### src/rtl/student_tlul_arb.sv
// Round-robin arbiter letting NUM TL-UL hosts share one device port, one transaction at a time.
// Also carries the minimal TL-UL struct package the arbiter ports are built from.

package tlul_pkg;
  localparam logic [2:0] PUT_FULL_DATA   = 3'd0;
  localparam logic [2:0] GET             = 3'd4;
  localparam logic [2:0] ACCESS_ACK      = 3'd0;
  localparam logic [2:0] ACCESS_ACK_DATA = 3'd1;

  typedef struct packed {
    logic        a_valid;
    logic [2:0]  a_opcode;
    logic [2:0]  a_param;
    logic [1:0]  a_size;
    logic [7:0]  a_source;
    logic [31:0] a_address;
    logic [3:0]  a_mask;
    logic [31:0] a_data;
    logic [15:0] a_user;
    logic        d_ready;
  } tl_h2d_t;

  typedef struct packed {
    logic        d_valid;
    logic [2:0]  d_opcode;
    logic [2:0]  d_param;
    logic [1:0]  d_size;
    logic [7:0]  d_source;
    logic        d_sink;
    logic [31:0] d_data;
    logic [15:0] d_user;
    logic        d_error;
    logic        a_ready;
  } tl_d2h_t;
endpackage

// Handshakes: a beat transfers on a rising edge where valid and ready are both high;
// a sender holds valid and payload stable until that edge.
module student_tlul_arb #(
  parameter int NUM = 2
) (
  input  logic              clk_i,
  input  logic              rst_i,
  input  tlul_pkg::tl_h2d_t tl_host_i [NUM],
  output tlul_pkg::tl_d2h_t tl_host_o [NUM],
  output tlul_pkg::tl_h2d_t tl_device_o,
  input  tlul_pkg::tl_d2h_t tl_device_i,
  output logic [1:0]        state_o
);
  localparam int IW = (NUM > 1) ? $clog2(NUM) : 1;

  typedef enum logic [1:0] {
    ST_IDLE = 2'd0,
    ST_REQ  = 2'd1,
    ST_RESP = 2'd2
  } state_e;

  state_e            state_q, state_d;
  logic [IW-1:0]     owner_q, owner_d;
  logic [IW-1:0]     ptr_q, ptr_d;
  logic [IW-1:0]     pick;
  logic              any_req;
  logic [NUM-1:0]    a_valid_vec;
  logic [NUM-1:0]    rot;
  tlul_pkg::tl_h2d_t own_h2d;

  // Requests rotated so bit i belongs to host (ptr + i) mod NUM.
  always_comb begin
    for (int k = 0; k < NUM; k++) begin
      a_valid_vec[k] = tl_host_i[k].a_valid;
    end
    rot     = NUM'({a_valid_vec, a_valid_vec} >> ptr_q);
    any_req = 1'b0;
    pick    = '0;
    for (int i = 0; i < NUM; i++) begin
      if (!any_req && rot[i]) begin
        any_req = 1'b1;
        pick    = IW'((int'(ptr_q) + i) % NUM);
      end
    end
  end

  always_comb begin
    own_h2d = '0;
    for (int k = 0; k < NUM; k++) begin
      if (owner_q == IW'(k)) begin
        own_h2d = tl_host_i[k];
      end
    end
  end

  always_comb begin
    state_d = state_q;
    owner_d = owner_q;
    ptr_d   = ptr_q;
    case (state_q)
      ST_IDLE: begin
        if (any_req) begin
          owner_d = pick;
          state_d = ST_REQ;
        end
      end
      ST_REQ: begin
        if (tl_device_i.a_ready) begin
          state_d = ST_RESP;
        end
      end
      ST_RESP: begin
        if (tl_device_i.d_valid && own_h2d.d_ready) begin
          state_d = ST_IDLE;
          ptr_d   = (owner_q == IW'(NUM - 1)) ? '0 : owner_q + 1'b1;
        end
      end
      default: state_d = ST_IDLE;
    endcase
  end

  always_ff @(posedge clk_i or posedge rst_i) begin
    if (rst_i) begin
      state_q <= ST_IDLE;
      owner_q <= '0;
      ptr_q   <= '0;
    end else begin
      state_q <= state_d;
      owner_q <= owner_d;
      ptr_q   <= ptr_d;
    end
  end

  // Device a_valid comes from the registered grant, never from a host a_valid;
  // the owner already held a_valid when it was granted and must keep it until a_ready.
  always_comb begin
    tl_device_o = '0;
    for (int k = 0; k < NUM; k++) begin
      tl_host_o[k] = '0;
    end
    case (state_q)
      ST_REQ: begin
        tl_device_o         = own_h2d;
        tl_device_o.a_valid = 1'b1;
        tl_device_o.d_ready = 1'b0;
        for (int k = 0; k < NUM; k++) begin
          if (owner_q == IW'(k)) begin
            tl_host_o[k].a_ready = tl_device_i.a_ready;
          end
        end
      end
      ST_RESP: begin
        tl_device_o.d_ready = own_h2d.d_ready;
        for (int k = 0; k < NUM; k++) begin
          if (owner_q == IW'(k)) begin
            tl_host_o[k]         = tl_device_i;
            tl_host_o[k].a_ready = 1'b0;
          end
        end
      end
      default: ;
    endcase
  end

  assign state_o = state_q;

endmodule

### config.mk
export PLATFORM = sky130hd
export DESIGN_NAME = student_tlul_arb
export DESIGN_NICKNAME = d
export VERILOG_FILES = /design/src/rtl/student_tlul_arb.sv
export SDC_FILE = /design/constraint.sdc
export NUM_CORES = 1
export LEC_CHECK = 0
export CAP_MARGIN = 0
export CORE_AREA = 10 10 192 194
export CTS_BUF_LIST = sky130_fd_sc_hd__clkbuf_8
export CTS_CLUSTER_DIAMETER = 60
export DETAILED_ROUTE_END_ITERATION = 12
export DIE_AREA = 0 0 202 204
export SYNTH_ARGS = -nofsm -noshare
export SYNTH_HDL_FRONTEND = slang
export SYNTH_SLANG_ARGS = --single-unit
### constraint.sdc
create_clock -name clk_i -period 1.61 [get_ports clk_i]
set_clock_uncertainty 0.15 [all_clocks]
set_input_delay 0.161 -clock clk_i [delete_from_list [all_inputs] [get_ports clk_i]]
set_output_delay 0.161 -clock clk_i [all_outputs]
set_load 0.05 [all_outputs]
==> impl_metrics.tcl, run 1 <==
set metrics [dict create \
    status "complete, but fails checks" \
    violations "negative setup slack" \
    p_clk_share_pct 1.1 \
    die_area_mm2 0.0412 \
    report.final.slew_viol_count 0 \
    netSwitchingFraction_pct 51.2 \
    rsz0062_at_grt "true" \
    slew_headroom_pct 80.6 \
    clk-insertion-delay-late_ns 0.22 \
    ys_warn_count 0 \
    drc_errors 0 \
    setup_slack_ns -0.335 \
    grt.total_usage_pct 13.4 \
    cts_htree_levels 1 \
    clock.fmax_mhz 514 \
    crit_family "buffers and inverters" \
    ys_ff_latch 4 \
    endpoint_kind "output port" \
    grt_max_degree 59 \
    worstPathRequired_ns 1.30 \
    rows 67 \
    initial_core_util_pct 8.08 \
    cpMostUsedCell "buf_12" \
    max_stage_delay_ns 0.39 \
    drive_gt1_share_pct 58.0 \
    syn_avg_cell_area_um2 6.70 \
    finalNetCount 1223 \
    dp.cells 1358 \
    core_mm2 0.0331 \
    synth_area_leaders "mux2i_1 38%, and2_1 31%, nor2_1 15%, buf_4 4.5%, dfrtp_1 3.7%" \
    crit_fanout 10 \
    synth_cells 399 \
    final_area_mm2 0.0123 \
    worst_pin_slew_ns 0.290 \
    p_leak_nw 5.02 \
    vias 4988 \
    wl_per_cell_um 22.3 \
    crit_slowest_cell "dfrtp_2" \
    drtAntennaViolNets 0 \
    pwr-share-comb_pct 97.8 \
    min_path_type "flop to flop" \
    synth_nets 673 \
    worst-path-buf-inv 4 \
    cts_tree "built" \
    final_cells 1396 \
    crit_type "flop to output port" \
    synth_top_area_share_pct 37.8 \
    intPower_mw 9.99 \
    cts_sinks 4 \
    synth.distinct_cells 22 \
    power_switching_mw 10.5 \
    grt_pass1_wl_um 41200 \
    die_y_um 204 \
    p_seq_share_pct 1.1 \
    fin_crit_ns 1.94 \
    portBuffers 513 \
    ir_drop_v 0.00129 \
    cts_root_buf "clkbuf_8" \
    drv_cap 0 \
    netlist.top_cell.by_area "mux2i_1" \
    cellPowerDensity_mw_per_mm2 1660 \
    gp_congestion 0.809 \
    finalCritPeriodShare_pct 121 \
    first_pass_iters 4 \
    crit_chain "nand2b_4, buf_12, nor2_4, buf_4, clkbuf_16, and2_4, buf_12" \
    n_antenna_cell 0 \
    start_kind "flop" \
    totalWireLength_um 31200 \
    drt_iter0_markers 94 \
    synth_sequential_area_ratio_pct 3.74 \
    cp.arrival_ns 1.63 \
    die_x_um 202 \
    clkTransAtPathRegs_ns 0.03 \
    hold_viol 0 \
    syn_to_final_growth_pct 360 \
    syn_area_mm2 0.00268 \
    fillers 3232 \
    setup_viol 239 \
    placed_area_mm2 0.0113 \
    via_per_inst 3.57 \
    gr-total-overflow 0 \
    cts_buffers 3 \
    clock_path_buffers 2 \
    io_pins 514 \
    antenna_found_initial 3 \
    first_global_vias 5445 \
    dpl.hpwl_um 26400 \
]
==> stage by stage <==
stage	hold WS [ns]	power (mW)	utilization, %	TNS (ns)	setup WS, ns
2_1_floorplan	-0.223	9.32	-	-39.93	-0.400
3_3_place_gp	0.213	18.3	34.2	-8.73	-0.111
3_5_place_dp	0.223	18.3	34.2	-8.30	-0.0937
4_1_cts	0.378	19.3	35.5	-64.12	-0.319
5_1_grt	0.388	21.2	37.2	-71.01	-0.379
6_report	0.365	20.5	37.2	-59.07	-0.335
==> metal layers <==
layer  global-route usage, %  vias to the layer above  routed length, µm
li1                        -                     2379                  -
met1                    14.6                     2265              11500
met2                    23.2                      325              15500
met3                    7.07                       17               3920
met4                    1.66                        2                225
met5                       0                        -                 11
==> layout by cell type (no fill, tap or decap), drive strengths merged, types with 2 or more instances in the layout <==
| cell type | count |
|---|---|
| nand2b | 2 |
| dfrtp | 4 |
| nor2 | 106 |
| and2 | 134 |
| clkdlybuf4s50 | 273 |
| buf | 303 |
| nand2 | 2 |
| inv | 4 |
| mux2i | 101 |
| o21ai | 2 |
| clkbuf | 9 |
==> cells by family after synthesis <==
family | synth area share [%]
AO/OA/AOI/OAI | 1.36
flip-flops | 3.74
buffers and inverters | 8.98
multiplexers | 37.8
AND/OR/NAND/NOR | 48.1
==> sequential cells by signal (all words and copies together), names as in the netlist <==
name and cells:
ptr_q 1, state_o 2, owner_q 1
==> power groups by stage <==
stage / sequential (mW) / combinational, mW / clock [mW]
global placement: 0.242 / 18.1 / 0
CTS: 0.227 / 18.9 / 0.231
global route: 0.234 / 20.8 / 0.237
floorplan: 0.284 / 9.04 / 0
detailed placement: 0.245 / 18.1 / 0
finish: 0.226 / 20.0 / 0.225
==> cells in the mapped netlist <==
library cell / n
inv_1: 2
nand2_1: 2
clkbuf_1: 6
buf_4: 16
a21oi_1: 1
and2_1: 134
nand3b_1: 1
inv_2: 1
o21ai_0: 2
nand2b_4: 1
a211oi_1: 1
nor2_1: 104
a31oi_1: 1
nand2b_1: 1
buf_6: 1
buf_2: 15
dfrtp_1: 4
nor2b_1: 1
nor2_2: 2
mux2i_1: 101
nor3_1: 1
o31ai_1: 1
==> path summary, 6_finish.rpt <==
check                           start             to  slack [ns]  cells after the start
setup reg to reg              owner_q     state_o[1]       -0.07                      6
setup / recovery           state_o[0]  tl_host_o[11]       -0.33                      7
hold reg to reg                 ptr_q          ptr_q        0.37                      2
min in group asynchronous       rst_i        owner_q        0.56                      3
max in group asynchronous       rst_i        owner_q        0.58                      3
hold / removal                  ptr_q          ptr_q        0.37                      2
==> what timing repair did <==
item | in CTS | in global routing
endpoints found under the setup margin | 237 | 239
resized for setup | 43 | 92
pin swaps | 18 | 29
endpoints found under the hold margin | 4 | 0
buffers inserted | 13 | 12
cloned | 3 | 9
hold buffers | 1 | 0
==> area by class of cell <==
type	instances	area, µm²	share of cell area (%)
Multi-Input combinational cell	354	3130	25.4
Sequential cell	4	106	0.865
Tap cell	448	561	4.56
Clock buffer	3	41.3	0.336
Timing Repair Buffer	583	8450	68.7
Inverter	3	11.3	0.0915
Clock inverter	1	3.75	0.0305
==> worst min-delay path, delay by kind of cell, from the launching register on <==
family | cells | cell delay (ns)
flip-flops | 1 | 0.34
AO/OA/AOI/OAI | 2 | 0.13
No activity file was read; power rests on OpenSTA's default activity.
==> run 2, diff against run 1 <==
--- a/config.mk
+++ b/config.mk
@@ -9,3 +9,3 @@
 export CORE_AREA = 10 10 192 194
-export CTS_BUF_LIST = sky130_fd_sc_hd__clkbuf_8
+export CTS_BUF_LIST = sky130_fd_sc_hd__clkbuf_16
 export CTS_CLUSTER_DIAMETER = 60
==> constraint.sdc (replaced) <==
create_clock -name clk_i -period 1.61 [get_ports clk_i]
set_clock_uncertainty 0.15 [all_clocks]
set_input_delay 0.322 -clock clk_i [delete_from_list [all_inputs] [get_ports clk_i]]
set_output_delay 0.322 -clock clk_i [all_outputs]
set_load 0.05 [all_outputs]
==> impl_metrics.tcl, run 2 (synthesis gave the netlist of run 1 again) <==
set metrics [dict create \
    drc_errors 0 \
    min_path_type "input port to asynchronous set/reset pin" \
    worst_pin_slew_ns 0.305 \
    die_x_um 202 \
    first_global_vias 5703 \
    report.final.slew_viol_count 0 \
    grt_max_degree 27 \
    final_cell_mix "273 x clkdlybuf4s50_1, 256 x buf_12, 134 x and2_4" \
    die_y_um 204 \
    die_area_mm2 0.0412 \
    crit_chain "buf_12, buf_6, mux2i_2, nor2_1, buf_4, buf_12" \
    largest_reg_flops 2 \
    rr_worst_depth 6 \
    cts_htree_levels 1 \
    clock.fmax_mhz 475 \
    ir_drop_v 0.00126 \
    crit_fanout 14 \
    crit_type "flop to output port" \
    via_per_inst 3.62 \
    fillers 3129 \
    antenna_found_initial 3 \
    layout_commonest_cell "clkdlybuf4s50_1" \
    p_leak_nw 5.13 \
    rsz0062_at_grt "true" \
    worstPathRequired_ns 1.14 \
    clk-insertion-delay-late_ns 0.23 \
    drt_iter0_markers 88 \
    first_pass_iters 4 \
    total_power_mw 21.4 \
    slew_headroom_pct 79.7 \
    setup_viol 240 \
    initial_core_util_pct 8.08 \
    finalCritPeriodShare_pct 131 \
    gp_congestion 0.832 \
    io_pins 514 \
    status "complete, but fails checks" \
    endpoint_kind "output port" \
    cts_root_buf "clkbuf_16" \
    crit_slowest_cell "dfrtp_4" \
    max_stage_delay_ns 0.46 \
    final_cells 1406 \
    dpl.hpwl_um 27100 \
    vias 5086 \
    cts_sinks 4 \
    wl_per_cell_um 23.2 \
    cts_tree "built" \
    cellPowerDensity_mw_per_mm2 1680 \
    timing.rr.start "owner_q" \
    cts_buffers 3 \
    totalWireLength_um 32600 \
    rows 67 \
    portBuffers 513 \
    violations "negative setup slack" \
    r2r_end "ptr_q" \
    drv_cap 0 \
    core_mm2 0.0331 \
    setup_slack_ns -0.496 \
    cp.arrival_ns 1.63 \
    dp.cells 1366 \
    gr-total-overflow 0 \
    finalNetCount 1233 \
    clkTransAtPathRegs_ns 0.03 \
    drtAntennaViolNets 0 \
    cpMostUsedCell "buf_12" \
    n_antenna_cell 0 \
    drive_gt1_share_pct 59.9 \
    syn_to_final_growth_pct 375 \
    grt.total_usage_pct 14.7 \
    clock_path_buffers 2 \
    grt_pass1_wl_um 44900 \
    ff2ff_setup_slack_ns -0.07 \
    fin_crit_ns 2.11 \
    start_kind "flop" \
    hold_viol 0 \
]
[run 2: cell count changes in the layout (fill, tap and decap cells not counted), sizes merged]
| cell | before | now |
|---|---|---|
| clkbuf | 9 | 7 |
| buf | 303 | 315 |
| dlygate4sd3 | 1 | 0 |
| bufbuf | 0 | 1 |
[run 2: worst max-delay path, delay by kind of cell (launching register included)]
kind | cells | cell delay, ns
buffers and inverters | 4 | 0.61
and+or+nand+nor | 1 | 0.07
muxes | 1 | 0.25
DFF | 1 | 0.46
[run 2: cell type report]
class                      instances  area (µm²)  area share [%]
sequential                         4         106           0.837
inverter                           3        18.8           0.148
clock buffer                       3        75.1           0.591
clock inverter                     1        3.75          0.0296
timing repair buffer             593        8680            68.3
tap                              448         561            4.41
multi-input combinational        354        3260            25.6
[run 2: worst max-delay path by stage]
stage          depth (start not counted)         endpoint  slack, ns  startpoint
3_3_place_gp                           6  tl_device_o[90]      -0.34     owner_q
6_report                               6  tl_device_o[66]      -0.50     owner_q
3_5_place_dp                           6  tl_device_o[85]      -0.32     owner_q
2_1_floorplan                          4  tl_device_o[11]      -0.54  state_o[1]
4_1_cts                                6  tl_device_o[66]      -0.50     owner_q
5_1_grt                                6  tl_device_o[66]      -0.55     owner_q
[run 2: routing by layer]
metal  wire (µm)  track usage (%)  vias up
met4          78             1.05        2
met3        3490             6.17        6
met1       12100             16.0     2352
met2       16900             27.0      322
met5          12                0        -
li1            -                -     2404
[run 2: where the power goes]
part	switching [mW]	internal, mW	total [mW]
clock network	0.0735	0.321	0.394
registers	0.0659	0.163	0.229
logic	10.6	10.2	20.7
total	10.7	10.6	21.4
[run 2: metrics by stage]
step	setup WS (ns)	cell area [µm²]	hold WS (ns)	TNS [ns]	utilization, %
2_1_floorplan	-0.538	3280	-0.0621	-75.74	-
3_3_place_gp	-0.343	11400	0.352	-39.92	34.6
3_5_place_dp	-0.320	11400	0.380	-40.62	34.6
4_1_cts	-0.503	12500	0.143	-104.18	37.6
5_1_grt	-0.546	12700	0.174	-108.55	38.4
6_report	-0.496	12700	0.141	-96.91	38.4
[run 2: timing repair]
action,CTS,global route
setup endpoints to repair,240,240
pin swaps,3,16
hold buffers,0,0
hold endpoints to repair,0,0
resized for setup,93,69
buffers inserted,19,5
gates cloned,14,5
